`src/rtl/sata_xcvr_mc_reconf_pkg.sv`:
```
`default_nettype none
// ============================================================================
//  Module      : sata_reconf_pkg
//  Description : Shared types and register map for the multi-channel SATA
//                generation-switch sequencer.
//  Revision    : 1.0  initial release
// ============================================================================
package sata_reconf_pkg;

    // Sequencer states, in the order the MIF-streamer registers are written
    typedef enum logic [3:0] {
        IDLE    = 4'd0,
        WR_LCH  = 4'd1,
        WR_OFS  = 4'd2,
        WR_DAT  = 4'd3,
        WR_CSR  = 4'd4,
        WR_OFS2 = 4'd5,
        WR_CSR2 = 4'd6,
        POLL    = 4'd7,
        DONE    = 4'd8
    } state_t;

    // Reconfiguration core MIF-streamer register map
    localparam logic [6:0]  LCH_ADDR      = 7'h38;
    localparam logic [6:0]  CSR_ADDR      = 7'h3A;
    localparam logic [6:0]  OFS_ADDR      = 7'h3B;
    localparam logic [6:0]  DAT_ADDR      = 7'h3C;

    localparam logic [31:0] CSR_WRITE     = 32'h1;
    localparam logic [31:0] CSR_MIF_START = 32'h1;
    localparam int          CSR_BUSY_BIT  = 8;
    localparam int          CSR_ERR_BIT   = 9;

    // Requested SATA generation encoding
    localparam logic [1:0]  GEN_ILLEGAL   = 2'd0;
    localparam logic [1:0]  GEN_SATA1     = 2'd1;
    localparam logic [1:0]  GEN_SATA2     = 2'd2;
    localparam logic [1:0]  GEN_SATA3     = 2'd3;

endpackage
`default_nettype wire

```
`src/rtl/sata_xcvr_mc_reconf_if.sv`:
```
`default_nettype none
// ============================================================================
//  Module      : sata_xcvr_mc_reconf_if
//  Description : 7-bit Avalon-MM management port of the shared transceiver
//                reconfiguration core.
//  Revision    : 1.0  initial release
// ============================================================================
interface sata_xcvr_mc_reconf_if;
    logic [6:0]  recfg_addr;
    logic        recfg_wreq;
    logic [31:0] recfg_wdat;
    logic        recfg_rreq;
    logic [31:0] recfg_rdat;
    logic        recfg_busy;

    modport master (
        output recfg_addr, recfg_wreq, recfg_wdat, recfg_rreq,
        input  recfg_rdat, recfg_busy
    );

    modport slave (
        input  recfg_addr, recfg_wreq, recfg_wdat, recfg_rreq,
        output recfg_rdat, recfg_busy
    );
endinterface
`default_nettype wire

```
`src/rtl/sata_xcvr_mc_reconf_arbiter.sv`:
```
`default_nettype none
// ============================================================================
//  Module      : sata_rr_arbiter
//  Description : Round-robin arbiter. Picks the first pending requester at or
//                after last_grant+1 (mod N) and registers the grant while
//                enabled; the grant holds while disabled.
//  Revision    : 1.0  initial release
// ============================================================================
module sata_rr_arbiter #(
    parameter int N  = 4,
    parameter int IW = (N > 1) ? $clog2(N) : 1
) (
    input  logic          clk,
    input  logic          rst,
    input  logic [N-1:0]  i_pend,
    input  logic [IW-1:0] i_last_grant,
    input  logic          i_en,
    output logic [IW-1:0] o_grant_idx,
    output logic [N-1:0]  o_grant_oh
);

    logic [IW-1:0] w_idx;
    logic          w_found;
    logic [IW-1:0] r_idx;
    logic [N-1:0]  r_oh;

    function automatic int rr_pos(input int base, input int k);
        return (base + k) % N;
    endfunction

    // Scan from the farthest candidate to the nearest so the nearest pending one wins
    always_comb begin
        w_idx   = '0;
        w_found = 1'b0;
        for (int k = N; k >= 1; k--) begin
            if (i_pend[rr_pos(int'(i_last_grant), k)]) begin
                w_idx   = IW'(rr_pos(int'(i_last_grant), k));
                w_found = 1'b1;
            end
        end
    end

    // Registered grant, only refreshed while the sequencer is idle
    always_ff @(posedge clk) begin
        if (rst) begin
            r_idx <= '0;
            r_oh  <= '0;
        end else if (i_en) begin
            r_idx <= w_idx;
            r_oh  <= w_found ? (N'(1) << w_idx) : '0;
        end
    end

    assign o_grant_idx = r_idx;
    assign o_grant_oh  = r_oh;

endmodule
`default_nettype wire

```
`src/rtl/sata_xcvr_mc_reconf.sv`:
```
`default_nettype none
// ============================================================================
//  Module      : sata_xcvr_mc_reconf
//  Description : Multi-channel SATA generation-switch sequencer. Accepts
//                per-channel switch requests, serialises them round-robin and
//                streams the matching MIF through the reconfiguration core,
//                then polls for completion with a saturating timeout.
//  Revision    : 1.0  initial release
// ============================================================================
module sata_xcvr_mc_reconf
    import sata_reconf_pkg::*;
#(
    parameter int          CHANNELS  = 4,
    parameter int          TIMEOUT_W = 16,
    parameter logic [31:0] MIF_GEN1  = 32'h0000_0000,
    parameter logic [31:0] MIF_GEN2  = 32'h0000_0100,
    parameter logic [31:0] MIF_GEN3  = 32'h0000_0200
) (
    input  logic                  clk,
    input  logic                  reset,
    input  logic [CHANNELS-1:0]   cmd_request,
    input  logic [2*CHANNELS-1:0] cmd_sata_gen,
    output logic [CHANNELS-1:0]   cmd_ready,
    output logic [CHANNELS-1:0]   cmd_done,
    output logic [CHANNELS-1:0]   cmd_error,
    output logic                  seq_busy,
    sata_xcvr_mc_reconf_if.master bus
);

    localparam int                   c_iw       = (CHANNELS > 1) ? $clog2(CHANNELS) : 1;
    localparam logic [TIMEOUT_W-1:0] c_tmo_max  = '1;
    localparam logic [TIMEOUT_W-1:0] c_tmo_last = c_tmo_max - TIMEOUT_W'(1);

    state_t                r_state, w_state_nxt;
    logic                  r_gap;
    logic [TIMEOUT_W-1:0]  r_tmo;
    logic [CHANNELS-1:0]   r_pend, r_ready, r_done, r_error, w_accept;
    logic [1:0]            r_pend_gen [CHANNELS];
    logic [1:0]            w_gen      [CHANNELS];
    logic [c_iw-1:0]       r_last_grant, w_grant_idx;
    logic [CHANNELS-1:0]   w_grant_oh;
    logic [6:0]            w_addr;
    logic [31:0]           w_wdat, w_mif;
    logic                  w_wr, w_rd, w_poll_err, w_tmo_step, w_enter_done;
    logic                  w_unused_rdat;

    function automatic logic [31:0] mif_base(input logic [1:0] gen);
        case (gen)
            GEN_SATA1: return MIF_GEN1;
            GEN_SATA2: return MIF_GEN2;
            default:   return MIF_GEN3;
        endcase
    endfunction

    for (genvar gi = 0; gi < CHANNELS; gi++) begin : g_gen
        assign w_gen[gi] = cmd_sata_gen[2*gi +: 2];
    end

    assign w_accept      = cmd_request & r_ready;
    assign w_mif         = mif_base(r_pend_gen[w_grant_idx]);
    assign w_enter_done  = (r_state == POLL) && (w_state_nxt == DONE);
    assign w_unused_rdat = ^{bus.recfg_rdat[31:10], bus.recfg_rdat[7:0]};

    sata_rr_arbiter #(.N(CHANNELS), .IW(c_iw)) u_arb (
        .clk          (clk),
        .rst          (reset),
        .i_pend       (r_pend),
        .i_last_grant (r_last_grant),
        .i_en         (r_state == IDLE),
        .o_grant_idx  (w_grant_idx),
        .o_grant_oh   (w_grant_oh)
    );

    // Next-state and bus drive; a strobe is withheld for one cycle after each completed access
    always_comb begin
        w_state_nxt = r_state;
        w_addr      = '0;
        w_wdat      = '0;
        w_wr        = 1'b0;
        w_rd        = 1'b0;
        w_poll_err  = 1'b0;
        w_tmo_step  = 1'b0;
        case (r_state)
            IDLE:    if (|r_pend) w_state_nxt = WR_LCH;
            WR_LCH:  begin w_addr = LCH_ADDR; w_wdat = 32'(w_grant_idx); w_wr = !r_gap;
                           if (w_wr && !bus.recfg_busy) w_state_nxt = WR_OFS;  end
            WR_OFS:  begin w_addr = OFS_ADDR; w_wdat = 32'h0;         w_wr = !r_gap;
                           if (w_wr && !bus.recfg_busy) w_state_nxt = WR_DAT;  end
            WR_DAT:  begin w_addr = DAT_ADDR; w_wdat = w_mif;         w_wr = !r_gap;
                           if (w_wr && !bus.recfg_busy) w_state_nxt = WR_CSR;  end
            WR_CSR:  begin w_addr = CSR_ADDR; w_wdat = CSR_WRITE;     w_wr = !r_gap;
                           if (w_wr && !bus.recfg_busy) w_state_nxt = WR_OFS2; end
            WR_OFS2: begin w_addr = OFS_ADDR; w_wdat = 32'h1;         w_wr = !r_gap;
                           if (w_wr && !bus.recfg_busy) w_state_nxt = WR_CSR2; end
            WR_CSR2: begin w_addr = CSR_ADDR; w_wdat = CSR_MIF_START; w_wr = !r_gap;
                           if (w_wr && !bus.recfg_busy) w_state_nxt = POLL;    end
            POLL: begin
                w_addr = CSR_ADDR;
                w_rd   = !r_gap;
                if (w_rd && !bus.recfg_busy) begin
                    if (bus.recfg_rdat[CSR_ERR_BIT]) begin
                        w_poll_err  = 1'b1;
                        w_state_nxt = DONE;
                    end else if (bus.recfg_rdat[CSR_BUSY_BIT]) begin
                        w_tmo_step = 1'b1;
                        if (r_tmo >= c_tmo_last) begin
                            w_poll_err  = 1'b1;
                            w_state_nxt = DONE;
                        end
                    end else begin
                        w_state_nxt = DONE;
                    end
                end
            end
            DONE:    w_state_nxt = IDLE;
            default: w_state_nxt = IDLE;
        endcase
    end

    // State register, post-access gap flag, saturating poll counter and round-robin pointer
    always_ff @(posedge clk) begin
        if (reset) begin
            r_state      <= IDLE;
            r_gap        <= 1'b0;
            r_tmo        <= '0;
            r_last_grant <= '0;
        end else begin
            r_state <= w_state_nxt;
            r_gap   <= (w_wr || w_rd) && !bus.recfg_busy;
            if (r_state == WR_CSR2)
                r_tmo <= '0;
            else if (w_tmo_step && (r_tmo != c_tmo_max))
                r_tmo <= r_tmo + TIMEOUT_W'(1);
            if (r_state == DONE)
                r_last_grant <= w_grant_idx;
        end
    end

    // Per-channel acceptance, pending latch, done pulse, sticky error and ready
    always_ff @(posedge clk) begin
        if (reset) begin
            r_pend  <= '0;
            r_ready <= '1;
            r_done  <= '0;
            r_error <= '0;
            for (int i = 0; i < CHANNELS; i++) r_pend_gen[i] <= GEN_ILLEGAL;
        end else begin
            for (int i = 0; i < CHANNELS; i++) begin
                if (w_accept[i]) begin
                    // An illegal generation completes immediately with error and is never arbitrated
                    r_pend_gen[i] <= w_gen[i];
                    r_pend[i]     <= (w_gen[i] != GEN_ILLEGAL);
                    r_done[i]     <= (w_gen[i] == GEN_ILLEGAL);
                    r_error[i]    <= (w_gen[i] == GEN_ILLEGAL);
                    r_ready[i]    <= 1'b0;
                end else begin
                    r_done[i] <= w_enter_done && w_grant_oh[i];
                    if (w_enter_done && w_grant_oh[i]) begin
                        r_error[i] <= w_poll_err;
                        r_pend[i]  <= 1'b0;
                    end
                    if (r_done[i]) r_ready[i] <= 1'b1;
                end
            end
        end
    end

    assign bus.recfg_addr = w_addr;
    assign bus.recfg_wdat = w_wdat;
    assign bus.recfg_wreq = w_wr;
    assign bus.recfg_rreq = w_rd;
    assign cmd_ready      = r_ready;
    assign cmd_done       = r_done;
    assign cmd_error      = r_error;
    assign seq_busy       = (r_state != IDLE);

endmodule
`default_nettype wire

```
`src/flat_wrapper.sv`:
```
// flat-port wrapper written by rule: the top's interface ports become plain ports
module sata_xcvr_mc_reconf_flat import sata_reconf_pkg::*;
#(
    parameter int          CHANNELS  = 4,
    parameter int          TIMEOUT_W = 16,
    parameter logic [31:0] MIF_GEN1  = 32'h0000_0000,
    parameter logic [31:0] MIF_GEN2  = 32'h0000_0100,
    parameter logic [31:0] MIF_GEN3  = 32'h0000_0200
)
  (clk, reset, cmd_request, cmd_sata_gen, cmd_ready, cmd_done, cmd_error, seq_busy, bus_recfg_addr, bus_recfg_wreq, bus_recfg_wdat, bus_recfg_rreq, bus_recfg_rdat, bus_recfg_busy);
  sata_xcvr_mc_reconf_if bus_i ();
  input  logic clk;
  input  logic reset;
  input  logic [CHANNELS-1:0] cmd_request;
  input  logic [2*CHANNELS-1:0] cmd_sata_gen;
  output logic [CHANNELS-1:0] cmd_ready;
  output logic [CHANNELS-1:0] cmd_done;
  output logic [CHANNELS-1:0] cmd_error;
  output logic seq_busy;
  output wire logic [$bits(bus_i.recfg_addr)-1:0] bus_recfg_addr;
  output wire logic [$bits(bus_i.recfg_wreq)-1:0] bus_recfg_wreq;
  output wire logic [$bits(bus_i.recfg_wdat)-1:0] bus_recfg_wdat;
  output wire logic [$bits(bus_i.recfg_rreq)-1:0] bus_recfg_rreq;
  input wire logic [$bits(bus_i.recfg_rdat)-1:0] bus_recfg_rdat;
  input wire logic [$bits(bus_i.recfg_busy)-1:0] bus_recfg_busy;
  assign bus_recfg_addr = bus_i.recfg_addr;
  assign bus_recfg_wreq = bus_i.recfg_wreq;
  assign bus_recfg_wdat = bus_i.recfg_wdat;
  assign bus_recfg_rreq = bus_i.recfg_rreq;
  assign bus_i.recfg_rdat = bus_recfg_rdat;
  assign bus_i.recfg_busy = bus_recfg_busy;
  sata_xcvr_mc_reconf #(.CHANNELS(CHANNELS), .TIMEOUT_W(TIMEOUT_W), .MIF_GEN1(MIF_GEN1), .MIF_GEN2(MIF_GEN2), .MIF_GEN3(MIF_GEN3)) u_core (.clk(clk), .reset(reset), .cmd_request(cmd_request), .cmd_sata_gen(cmd_sata_gen), .cmd_ready(cmd_ready), .cmd_done(cmd_done), .cmd_error(cmd_error), .seq_busy(seq_busy), .bus(bus_i));
endmodule
```
`config.mk`:
```
export PLATFORM = sky130hd
export DESIGN_NAME = sata_xcvr_mc_reconf_flat
export DESIGN_NICKNAME = d
export VERILOG_FILES = /design/src/rtl/sata_xcvr_mc_reconf_pkg.sv /design/src/rtl/sata_xcvr_mc_reconf_if.sv /design/src/rtl/sata_xcvr_mc_reconf_arbiter.sv /design/src/rtl/sata_xcvr_mc_reconf.sv /design/src/flat_wrapper.sv
export SDC_FILE = /design/constraint.sdc
export NUM_CORES = 1
export LEC_CHECK = 0
export BUFFER_PORTS_ARGS = -buffer_cell sky130_fd_sc_hd__buf_2
export CAP_MARGIN = 15
export CORE_MARGIN = 3
export CORE_UTILIZATION = 35
export CTS_BUF_LIST = sky130_fd_sc_hd__clkbuf_8
export DETAILED_ROUTE_END_ITERATION = 8
export PLACE_DENSITY_LB_ADDON = 0.1
export RECOVER_POWER = 50
export SYNTH_ARGS = -nofsm -noshare
export SYNTH_HDL_FRONTEND = slang
export SYNTH_HIERARCHICAL = 1
export SYNTH_SLANG_ARGS = --single-unit
```
`constraint.sdc`:
```
create_clock -name clk -period 2.5 [get_ports clk]
set_input_delay 0.25 -clock clk [delete_from_list [all_inputs] [get_ports clk]]
set_output_delay 0.25 -clock clk [all_outputs]
set_load 0.01 [all_outputs]
```
After elaboration in Yosys (flattened, before gate mapping)
Memory sizes are Yosys's and may differ from the RTL's. A register that Yosys moved wholly into a read port is not among the register bits.
Cells that the tools add are included.
{"block": "classes", "magnitude_cmp": 5, "n_eq_ne": 12, "n_addsub": 5, "n_bitwise": 9, "reduce_logical": 39, "shift": 1, "n_mux": 95}
{"op": "$mux 1", "n": 65}
{"op": "$mux 4", "n": 12}
{"op": "$pmux 4 s8", "n": 1}
{"op": "$pmux 10 s3", "n": 1}
{"op": "$pmux 6 s4", "n": 1}
{"op": "$reduce_bool 2->1", "n": 12}
{"op": "$mux 2", "n": 10}
{"op": "$pmux 10 s2", "n": 1}
{"op": "$add 16x1->16 const B", "n": 1}
{"op": "$eq 4x3->1 const B", "n": 4}
{"op": "$ge 16x16->1 const B", "n": 1}
{"op": "$lt 3x4->1 const B", "n": 4}
{"op": "$ne 16x16->1 const B", "n": 1}
{"op": "$reduce_or 2->1", "n": 6}
{"op": "$bmux 1 s2", "n": 4}
{"op": "$eq 4x2->1 const B", "n": 2}
{"op": "$eq 4x4->1 const B", "n": 2}
{"op": "$logic_and 1x1->1", "n": 8}
{"op": "$logic_not 2->1", "n": 4}
{"op": "$reduce_or 3->1", "n": 2}
{"op": "$reduce_or 6->1", "n": 1}
{"op": "$add 2x1->2 const B", "n": 2}
{"op": "$add 2x2->2 const B", "n": 2}
{"op": "$and 1x1->1 const A", "n": 4}
{"op": "11 further kinds", "n": 15}
{"block": "totals", "regBits": 45, "word_cells": 186, "inputBits": 47, "out_inout_bits": 54, "mem_bits_rw": 8, "memories": 1}
{"name": "u_core.r_pend_gen", "depth": 4, "word_bits": 2, "read_ports": 1, "rd_clocked_by_memory_dff": 1, "wr": 4, "line_no": "sata_xcvr_mc_reconf.sv:38", "source": "logic [1:0] r_pend_gen [CHANNELS];"}

Logic depth before layout (Yosys ltp)
{"block": "depth", "word_depth": 12, "depth_mapped": 7, "depth_no_buf": 7}

Hierarchy
Netlist, hierarchy kept.
{"module": "sata_xcvr_mc_reconf", "instances": 1, "seq_area_each_um2": 1021.0, "area_each_um2": 2544.9, "cells_per_inst": 284}
{"module": "sata_rr_arbiter", "instances": 1, "seq_area_each_um2": 120.1, "area_each_um2": 366.6, "cells_per_inst": 41}

Worst setup path before layout
Ideal clock, no wire load.
{"block": "synth_timing", "path_type": "register to register", "startpoint": "reg u_core.r_tmo[0]", "endpoint": "reg u_core.r_tmo[15]", "arrival_time_ns": 1.959, "path_stages_with_launch": 7, "n_path_buf": 0, "required_ns": 2.430, "setup_ns": 0.070, "synth_period_minus_slack_ns": 2.029, "setup_slack_ns": 0.471, "path_cell_list": "dfxtp_1 ha_1 and3_1 nor4b_2 or4b_4 or4_1 a21oi_1"}
{"block": "synth_via", "elab_chain_cells": 2, "word_cells_on_any_way": 3, "cone_classes": "add/sub (1); eq/ne (1); reduce/logical (1)"}
{"item": "from (decl)", "line_no": "sata_xcvr_mc_reconf.sv:36", "source": "logic [TIMEOUT_W-1:0] r_tmo;"}
{"item": "from (signal assigned)", "line_no": "sata_xcvr_mc_reconf.sv:133", "source": "r_tmo <= r_tmo + TIMEOUT_W'(1);"}
{"item": "branches (longest 2 deep; another with $add 16x1->16)"}
Parallel ways; which one is timed is not known.
A chain may end at the register's enable or synchronous reset.

Worst setup path in the final report
{"block": "layout_timing", "startpoint": "reg u_core.r_state[0]", "endpoint": "reg u_core.r_tmo[15]"}
{"block": "layout_via", "elab_chain_cells": 3, "word_cells_on_any_way": 5, "cone_classes": "eq/ne (2); mux (1); reduce/logical (2)"}
{"item": "from (decl)", "line_no": "sata_xcvr_mc_reconf.sv:34", "source": "state_t r_state, w_state_nxt;"}
{"item": "from (signal assigned)", "line_no": "sata_xcvr_mc_reconf.sv:128", "source": "r_state <= w_state_nxt;"}
{"item": "$eq 4x3->1", "line_no": "sata_xcvr_mc_reconf.sv:83", "source": "case (r_state)"}
{"item": "$mux 1", "line_no": "sata_xcvr_mc_reconf.sv:83"}
{"item": "$logic_and 1x1->1", "line_no": "sata_xcvr_mc_reconf.sv:132", "source": "else if (w_tmo_step && (r_tmo != c_tmo_max))"}
Several ways; a longest one is shown, not always the timed one.

==> report_table.html <==
<table>
<tr><th>Metric</th><th>Value</th></tr>
<tr><th colspan="2">Worst setup path</th></tr>
<tr><td>Critical Path RT</td><td>2740 ps</td></tr>
<tr><td>Data arrival time of the critical path</td><td>2390 ps</td></tr>
<tr><td>Worst Setup Path Type</td><td>flip-flop to flip-flop</td></tr>
<tr><td>Worst-path maximum fanout</td><td>10</td></tr>
<tr><td>Launching element type of the critical path</td><td>flip-flop</td></tr>
<tr><td>CP endpoint kind</td><td>flip-flop</td></tr>
<tr><th colspan="2">Yosys</th></tr>
<tr><td>Most common library cells after synthesis</td><td>sky130_fd_sc_hd__dfxtp_1, sky130_fd_sc_hd__nor2_1, sky130_fd_sc_hd__buf_4</td></tr>
<tr><td>Cell variety after synth</td><td>54</td></tr>
<tr><td>Flip-flop and latch count after synthesis</td><td>53</td></tr>
<tr><td>Ys async rst share</td><td>0</td></tr>
<tr><td>Most common flop cell mapped by yosys</td><td>sky130_fd_sc_hd__dfxtp_1</td></tr>
<tr><td>Share of Yosys cell area claimed by the top area cell type</td><td>0.3094</td></tr>
<tr><td>Count of warnings emitted by yosys</td><td>6</td></tr>
<tr><td>Top cells by area in the synthesized netlist</td><td>sky130_fd_sc_hd__dfxtp_1, sky130_fd_sc_hd__buf_4, sky130_fd_sc_hd__edfxtp_1, sky130_fd_sc_hd__nor2_1, sky130_fd_sc_hd__xnor2_1</td></tr>
<tr><td>Synth Instances</td><td>325</td></tr>
<tr><td>Most numerous cell in the Yosys netlist</td><td>sky130_fd_sc_hd__dfxtp_1</td></tr>
<tr><td>Combined area of all synthesized cells</td><td>between 2000 and 3000 µm²</td></tr>
<tr><td>Yosys top cell by area</td><td>sky130_fd_sc_hd__dfxtp_1</td></tr>
<tr><td>Syn Area/Cell</td><td>8.959 µm²</td></tr>
<tr><td>Number of flops mapped to enable cells by yosys</td><td>8</td></tr>
<tr><td>Proportion of synthesized chip area in sequential cells</td><td>0.3919</td></tr>
<tr><th colspan="2">Clock tree</th></tr>
<tr><td>Clock buffers created by TritonCTS</td><td>5</td></tr>
<tr><td>H-tree depth</td><td>2</td></tr>
<tr><td>Clock slew seen by the registers of the worst setup and hold paths</td><td>roughly 100 ps</td></tr>
<tr><td>TritonCTS clock tree</td><td>built</td></tr>
<tr><td>CTS root buffer</td><td>sky130_fd_sc_hd__clkbuf_8</td></tr>
<tr><td>Insertion delay of the later-clocked pin in the worst-skew pair</td><td>310 ps</td></tr>
<tr><td>Max clock buf depth</td><td>2</td></tr>
<tr><td>Total of hold buffers inserted after clock tree synthesis</td><td>0</td></tr>
<tr><td>Clock net sink count</td><td>53</td></tr>
<tr><td>Setup bufs post-CTS</td><td>0</td></tr>
<tr><td>Post-cts repair resize count</td><td>0</td></tr>
<tr><th colspan="2">STA</th></tr>
<tr><td>Maximum clock skew at final layout</td><td>between 5 and 6 ps</td></tr>
<tr><td>Final Hold Violating Endpoints</td><td>0</td></tr>
<tr><td>Setup TNS after final layout</td><td>0 ps</td></tr>
<tr><td>Final Max Slew Viols</td><td>0</td></tr>
<tr><td>Setup-failing EPs final</td><td>0</td></tr>
<tr><td>Time the final worst path needs with I/O delays and setup</td><td>2149 ps</td></tr>
<tr><td>Unrepaired setup endpoints after global routing</td><td>false</td></tr>
<tr><td>Portion of the clock cycle consumed by the worst path in the final layout</td><td>0.8594</td></tr>
<tr><td>Final-layout worst hold slack</td><td>271.2 ps</td></tr>
<tr><td>Slew Limit Headroom</td><td>0.3363</td></tr>
<tr><td>Peak clock frequency supported by timing</td><td>465.4 MHz</td></tr>
<tr><td>Slew @ Worst Pin</td><td>between 900 and 1000 ps</td></tr>
<tr><td>Final critical-path setup slack</td><td>roughly 350 ps</td></tr>
<tr><th colspan="2">Placed design</th></tr>
<tr><td>Routability congestion estimate</td><td>0.7529</td></tr>
<tr><td>Quantity of I/O buffers inserted on ports</td><td>41</td></tr>
<tr><td>DP Wirelength</td><td>4.807 mm</td></tr>
<tr><td>Post-Place Worst Slack</td><td>359.7 ps</td></tr>
<tr><th colspan="2">Final layout</th></tr>
<tr><td>Area growth from synthesis to layout</td><td>10.61%</td></tr>
<tr><td>Nets</td><td>420</td></tr>
<tr><td>Share of post-route cells with drive strength above 1</td><td>0.1375</td></tr>
<tr><td>Antenna diodes</td><td>0</td></tr>
<tr><th colspan="2">Route</th></tr>
<tr><td>Number of detailed-route iterations in the first pass</td><td>4</td></tr>
<tr><td>Via count of the routed design</td><td>approximately 2400</td></tr>
<tr><td>Via-to-Cell Ratio</td><td>5.008</td></tr>
<tr><td>Post-DR wirelength/cell</td><td>13.49 µm</td></tr>
<tr><td>Antenna viol nets, final</td><td>0</td></tr>
<tr><td>Total length of routed wires</td><td>~6.4 mm</td></tr>
<tr><td>Remaining routing DRC violations</td><td>0</td></tr>
<tr><td>DR iter-0 viols</td><td>91</td></tr>
<tr><th colspan="2">Global route</th></tr>
<tr><td>Wire length of the first global-routing pass</td><td>10.69 mm</td></tr>
<tr><td>Overflow after GRT</td><td>0</td></tr>
<tr><td>Number of global-route vias before repair</td><td>~2200</td></tr>
<tr><td>Number of antenna violations at the first check in global routing</td><td>0</td></tr>
<tr><td>Largest net degree at the start of global routing</td><td>25</td></tr>
<tr><td>Overall Global Routing Usage</td><td>0.1373</td></tr>
<tr><th colspan="2">Floorplan</th></tr>
<tr><td>Die X-Extent</td><td>slightly below 100 µm</td></tr>
<tr><td>IO Pins</td><td>101</td></tr>
<tr><td>Core area</td><td>approximately 8000 µm²</td></tr>
<tr><td>Initial Utilization</td><td>0.3691</td></tr>
<tr><td>Height of the die</td><td>97.21 µm</td></tr>
<tr><td>Total Die Area</td><td>between 9000 and 10000 µm²</td></tr>
<tr><td>Placement Rows</td><td>32</td></tr>
<tr><th colspan="2">Status</th></tr>
<tr><td>Run status</td><td>complete, no violations</td></tr>
<tr><th colspan="2">Power</th></tr>
<tr><td>Power density cells</td><td>~580 nW/µm²</td></tr>
<tr><td>VDD IR max</td><td>about 0.00027 V</td></tr>
<tr><td>Design Power</td><td>1.874 mW</td></tr>
<tr><td>Static Leak</td><td>1.166 nW</td></tr>
<tr><th colspan="2">Worst hold path</th></tr>
<tr><td>Path type of the worst min-delay path</td><td>input pin to flip-flop</td></tr>
<tr><th colspan="2">Flow run</th></tr>
<tr><td>Number of maximum-capacitance constraint violations</td><td>0</td></tr>
</table>
## cell usage in the layout, fill, tap and decap left out, drive strengths merged, types with 13 or more instances in the layout
| cell type | count |
|---|---|
| conb | 29 |
| nand2 | 16 |
| nor2 | 37 |
| xnor2 | 13 |
| buf | 31 |
| nor3 | 17 |
| nand2b | 16 |
| clkbuf | 23 |
| dfxtp | 45 |
## kinds of logic after synthesis
kind of cell	share of synthesized area
AO/OA/AOI/OAI	0.1500
XOR/XNOR	0.03911
adder cells (fa/ha/maj)	0.01289
buffers and inverters	0.09798
flip-flops	0.3919
multiplexers	0.02235
other	0.001288
AND/OR/NAND/NOR	0.2845
## power breakdown
part | switching (mW) | internal (mW) | leakage, nW
Sequential | 0.0493 | 0.909 | 0.453
Combinational | 0.190 | 0.126 | 0.659
Clock | 0.301 | 0.300 | 0.0543
Total | 0.540 | 1.33 | 1.17
## layout make-up
| type | instances | area, µm² |
|---|---|---|
| clock buffer | 5 | 68.82 |
| tap | 102 | 127.6 |
| timing repair buffer | 49 | 235.2 |
| sequential | 53 | 1141 |
| inverter | 5 | 18.77 |
| fill | 812 | 4667 |
| multi-input combinational | 256 | 1583 |
| clock inverter | 3 | 46.29 |
## state kept, by name, summed over array words and instances (netlist names), 2 cells and up
register                  count
u_core/cmd_done               4
u_core/r_pend                 4
u_core/r_tmo                 16
u_core/r_pend_gen             8
u_core/cmd_error              4
u_core/r_last_grant           2
u_core/r_state                4
u_core/u_arb/o_grant_idx      2
u_core/u_arb/o_grant_oh       4
u_core/cmd_ready              4
## path summary, 6_finish.rpt
path,startpoint,endpoint,slack [ps],cells after the start
setup / recovery,u_core/r_state[0],u_core/r_tmo[15],350,5
hold / removal,cmd_sata_gen[6],u_core/r_pend[3],270,3
setup reg to reg,u_core/r_state[0],u_core/r_tmo[15],350,5
hold reg to reg,u_core/cmd_done[0],u_core/cmd_ready[0],490,2
## per-stage QoR
| step | cells | utilization | instance area (µm²) |
|---|---|---|---|
| global route | 473 | 0.4083 | 3221 |
| detailed placement | 465 | 0.3985 | 3143 |
| CTS | 473 | 0.4131 | 3258 |
| global placement | 465 | 0.3985 | 3143 |
| finish | 473 | 0.4083 | 3221 |
| floorplan | 353 | - | 3017 |
## worst max-delay path: stages (launching register included)
cell and delay (ps):
sky130_fd_sc_hd__dfxtp_1 500, sky130_fd_sc_hd__and4b_4 340, sky130_fd_sc_hd__nand4_4 130, sky130_fd_sc_hd__or4b_4 560
sky130_fd_sc_hd__or4_1 410, sky130_fd_sc_hd__a21oi_1 150
## routing by layer
metal	track usage	share of wire	up-vias
met1	0.2004	0.53	1098
met5	0	0	-
met3	0.03159	0.048	6
li1	-	-	1207
met2	0.2017	0.41	58
met4	0.03888	0.012	0
Note: power is estimated with default switching activity, not from simulation.
